==> config.mk <==
export PLATFORM = sky130hd
export DESIGN_NAME = systolic_sequencer
export DESIGN_NICKNAME = d
export VERILOG_FILES = /design/src/rtl/systolic_sequencer.sv
export SDC_FILE = /design/constraint.sdc
export NUM_CORES = 1
export LEC_CHECK = 0
export CORE_MARGIN = 5
export CORE_UTILIZATION = 50
export CTS_CLUSTER_DIAMETER = 100
export DETAILED_ROUTE_END_ITERATION = 10
export PLACE_DENSITY = 0.77
export SYNTH_ARGS = -nofsm -noshare
export SYNTH_HDL_FRONTEND = slang
export SYNTH_SLANG_ARGS = --single-unit
==> constraint.sdc <==
create_clock -name clk -period 6.2 [get_ports clk]
set_input_delay 1.86 -clock clk [delete_from_list [all_inputs] [get_ports clk]]
set_output_delay 1.86 -clock clk [all_outputs]
set_load 0.05 [all_outputs]
==> src/rtl/systolic_sequencer.sv <==
// rtl/systolic_sequencer.sv - Pass sequencer for an N x N output-stationary systolic array
// Drives clear, operand read, skew zero-fill and drain phases of one matrix-multiply pass.
module systolic_sequencer #(
    parameter int N  = 4,
    parameter int KW = 8
) (
    input  logic          clk,
    input  logic          reset,
    input  logic          start,
    input  logic [KW-1:0] k_len,
    input  logic          abort,
    output logic          busy,
    output logic          pe_clear,
    output logic          rd_en,
    output logic [KW-1:0] rd_addr,
    output logic          operand_valid,
    output logic          zero_fill,
    output logic          done,
    output logic [15:0]   pass_cycles
);
    localparam int MAXLEN = ((2 ** KW) > (2 * N)) ? (2 ** KW) : (2 * N);
    localparam int PW     = $clog2(MAXLEN);
    // Drain covers read latency, input skew and propagation through the array.
    localparam logic [PW-1:0] DRAIN_LAST = PW'(2 * N - 2);

    typedef enum logic [2:0] {
        S_IDLE,
        S_CLEAR,
        S_FEED,
        S_DRAIN,
        S_DONE
    } state_t;

    state_t          state;
    state_t          next_state;
    logic [KW-1:0]   k_reg;
    logic [PW-1:0]   phase_cnt;
    logic [PW-1:0]   feed_last;
    logic [15:0]     cycle_cnt;

    assign feed_last = PW'(k_reg - KW'(1));

    always_ff @(posedge clk or posedge reset) begin
        if (reset) state <= S_IDLE;
        else       state <= next_state;
    end

    always_comb begin
        next_state = state;
        case (state)
            S_IDLE:  if (start && !abort) next_state = S_CLEAR;
            S_CLEAR: next_state = (k_reg == '0) ? S_DONE : S_FEED;
            S_FEED:  if (phase_cnt == feed_last) next_state = S_DRAIN;
            S_DRAIN: if (phase_cnt == DRAIN_LAST) next_state = S_DONE;
            S_DONE:  next_state = S_IDLE;
            default: next_state = S_IDLE;
        endcase
        if (abort && state != S_IDLE) next_state = S_IDLE;
    end

    always_comb begin
        busy      = (state != S_IDLE);
        pe_clear  = (state == S_CLEAR);
        rd_en     = (state == S_FEED);
        zero_fill = (state != S_FEED);
        done      = (state == S_DONE);
        rd_addr   = (state == S_FEED) ? phase_cnt[KW-1:0] : '0;
    end

    always_ff @(posedge clk or posedge reset) begin
        if (reset) begin
            k_reg         <= '0;
            phase_cnt     <= '0;
            cycle_cnt     <= '0;
            pass_cycles   <= '0;
            operand_valid <= 1'b0;
        end else begin
            operand_valid <= rd_en;
            if (state == S_IDLE && next_state == S_CLEAR) k_reg <= k_len;

            if (next_state != state)                     phase_cnt <= '0;
            else if (state == S_FEED || state == S_DRAIN) phase_cnt <= phase_cnt + PW'(1);
            else                                         phase_cnt <= '0;

            // Counter holds the busy cycles already completed; DONE adds its own cycle.
            if (state == S_IDLE && next_state == S_CLEAR)  cycle_cnt <= '0;
            else if (busy && cycle_cnt != 16'hFFFF)         cycle_cnt <= cycle_cnt + 16'd1;

            if (state == S_DONE && !abort)
                pass_cycles <= (cycle_cnt == 16'hFFFF) ? 16'hFFFF : cycle_cnt + 16'd1;
        end
    end
endmodule

==> results.toml <==
[timing]
finalCriticalPeriod_ps = 4690
worst_pin_slew_ps = 1100
maxSlewHeadroom = 0.265
setup_tns_ps = 0
hold_violations = 0
setup_violations = 0
fmax_mhz = 213
slew_violations = 0
rsz0062_at_grt = "false"
clock_skew_ps = 6.23
post-route-period-util = 0.756

[power_and_ir_drop]
ir_drop_mv = 0.188
power.density_mw_per_mm2 = 262
p_switching_uw = 313
p_seq_frac = 0.459
power_frac_comb = 0.286
swShare = 0.347
leakagePower_nw = 1.45
power_frac_clock = 0.255
p_int_uw = 588

[floorplanning]
pin_count = 42
fp.dieH_um = 86.3
coreArea_mm2 = 0.00557
start_util = 0.522
rows = 27
dieArea_mm2 = 0.00744
die_w_um = 86.3

[route]
wl_um = 6500
drt_first_pass_iters = 4
vias = 2429
ant_nets = 0
wire_per_inst_um = 15.4
post-route-drc-count = 0
drtIter0Drc = 81
via_per_inst = 5.77

[layout]
diodes = 0
reg.largest.list = "cycle_cnt x16, pass_cycles x16"
synthToLayoutAreaGrowth_pct = 18.5
design_area_mm2 = 0.00344
nNetsFinal = 365
drive_above_1_share = 0.0573

[worst_setup_path]
startpoint_type = "register"
crit_required_ps = 4340
cp_max_fo = 10
worstReg2RegEnd = "cycle_cnt[15]"
reg2reg_from = "cycle_cnt[0]"
cpMaxStageDelayCell = "clkdlybuf4s50_1"
path_cells = "nor3_1, clkinv_1, clkdlybuf4s50_1"
worst_r2r_path_depth = 6
criticalPathCategory = "register to output pin"
cp_slowest_stage_delay_ps = 820
arrival_ps = 2830
regToRegSetupSlack_ps = 3640
end_kind = "output pin"

[synthesis]
yosys_warnings = 0
synth_cell_types = 46
synth_seq_cells = 52
yosysMostFrequentCell = "dfrtp_1"
synth-seq-area-share = 0.448
ys.flop_type = "dfrtp_1"
synth_cells = 317
synth_top_cells_by_count = "dfrtp_1, nand2_1, nor2_1, nand3_1, xor2_1"
synth_top_area_share = 0.448
synth_fp_nets = 334
synthArstFlopShare = 1.00
synth_area_per_cell_um2 = 9.17
synth_top_cell_by_area = "dfrtp_1"
synth_area_leaders = "dfrtp_1, nand2_1, xor2_1"
synth_edf_count = 0
netlist_area_mm2 = 0.00291

[cts]
cts_buffers = 5
cts_tree = "built"
postCtsSetupRepairBufs = 0
clkTransAtPathRegs_ps = 90
cts_resized = 0
insertion_delay_ps = 300
clk_path_buf_depth = 2
htreeDepth = 2
root_buffer = "clkbuf_8"
cts_hold_buf = 0
cts.sinks = 52

[run_status]
status = "finished, final reports clean"

[grt]
grt_usage = 0.180
grt_pass1_wl_um = 10900
grt_overflow = 0
grt_max_degree = 53
antenna_found_initial = 0
grt_pass1_vias = 2363

[run]
cap_viol_max_count = 0

[place]
gp_congestion = 0.839
placed_cell_area_mm2 = 0.00334
io_buffers = 41
dp_hpwl_um = 4720

[min_path]
holdPathEnd = "pass_cycles[12]"
hold_depth = 1
hold_class = "register to register"
hp-start = "pass_cycles[12]"
==> critical path, delay by kind of cell (launching register included) <==
kind | cells | cell delay, ps
buf+inv | 2 | 1340
flops | 1 | 470
simple gates | 1 | 720
==> worst max-delay path by stage <==
stage	end	slack [ps]	cells after the start	startpoint
2_1_floorplan	rd_addr[0]	810	4	state[0]
3_3_place_gp	busy	1980	3	state[1]
3_5_place_dp	busy	1910	3	state[0]
4_1_cts	busy	1540	3	state[0]
5_1_grt	busy	1410	3	state[0]
6_report	busy	1510	3	state[0]
==> cell usage in the layout (no fill, tap or decap), types with 2 or more instances in the layout <==
cell,netlist,layout
a22oi_1,2,2
inv_1,6,5
a311oi_1,2,2
or3_1,2,2
nor4b_1,2,2
clkdlybuf4s50_1,0,41
nor2_1,30,30
nand4_1,4,4
o21ai_0,8,8
a31oi_1,13,13
ha_1,5,5
mux2_2,3,3
or2_2,2,2
or4_1,4,4
xor2_1,16,16
nor2b_1,4,3
o31ai_1,5,5
and3_1,6,6
a211oi_1,2,2
and2_1,12,12
nand3_1,17,17
nor3_1,13,13
nor4_1,5,5
dfrtp_1,52,52
xnor2_1,12,12
a21oi_1,10,10
or4b_1,2,2
clkbuf_8,0,5
o211ai_1,7,7
nand2_1,40,40
==> area by class of cell <==
type	count	area [µm²]
Clock inverter	2	35.0
Sequential cell	52	1300
Fill cell	486	2130
Timing Repair Buffer	41	410
Inverter	7	26.3
Clock buffer	6	72.6
Tap cell	72	90.1
Multi-Input combinational cell	241	1510
==> metal layers <==
layer | share of wire | up-vias | GRT usage | routed length [µm]
met3 | 0.042 | 8 | 0.0333 | 273
met4 | 0.012 | 0 | 0.0467 | 76
li1 | - | 1186 | - | -
met1 | 0.43 | 1179 | 0.223 | 2780
met5 | 0 | - | 0 | 0
met2 | 0.52 | 56 | 0.321 | 3370
==> power by group through the flow <==
stage	logic, mW	clock network [mW]	registers, mW
floorplan	0.141	0	0.461
global placement	0.254	0	0.419
detailed placement	0.258	0	0.420
CTS	0.259	0.235	0.413
global route	0.280	0.249	0.420
finish	0.257	0.230	0.413
==> cells by family (layout without fill, tap and decap cells) <==
group | Yosys count | after routing | synth area share
buf+inv | 24 | 56 | 0.0344
simple gates | 148 | 148 | 0.260
fa+ha+maj | 5 | 5 | 0.0215
mux | 4 | 4 | 0.0151
flops | 52 | 52 | 0.448
compound gates | 56 | 56 | 0.137
xor+xnor | 28 | 28 | 0.0843
==> per-stage QoR <==
step                hold slack (ps)  worst slack [ps]  total power, mW  instances  utilization
finish                          517              1510            0.901        421        0.618
global placement                494              1980            0.672        413        0.599
detailed placement              499              1910            0.678        413        0.599
global route                    551              1410            0.949        421        0.618
floorplan                       481               814            0.601        317            -
CTS                             520              1540            0.907        421        0.618
No activity file was read; power rests on OpenSTA's default activity.
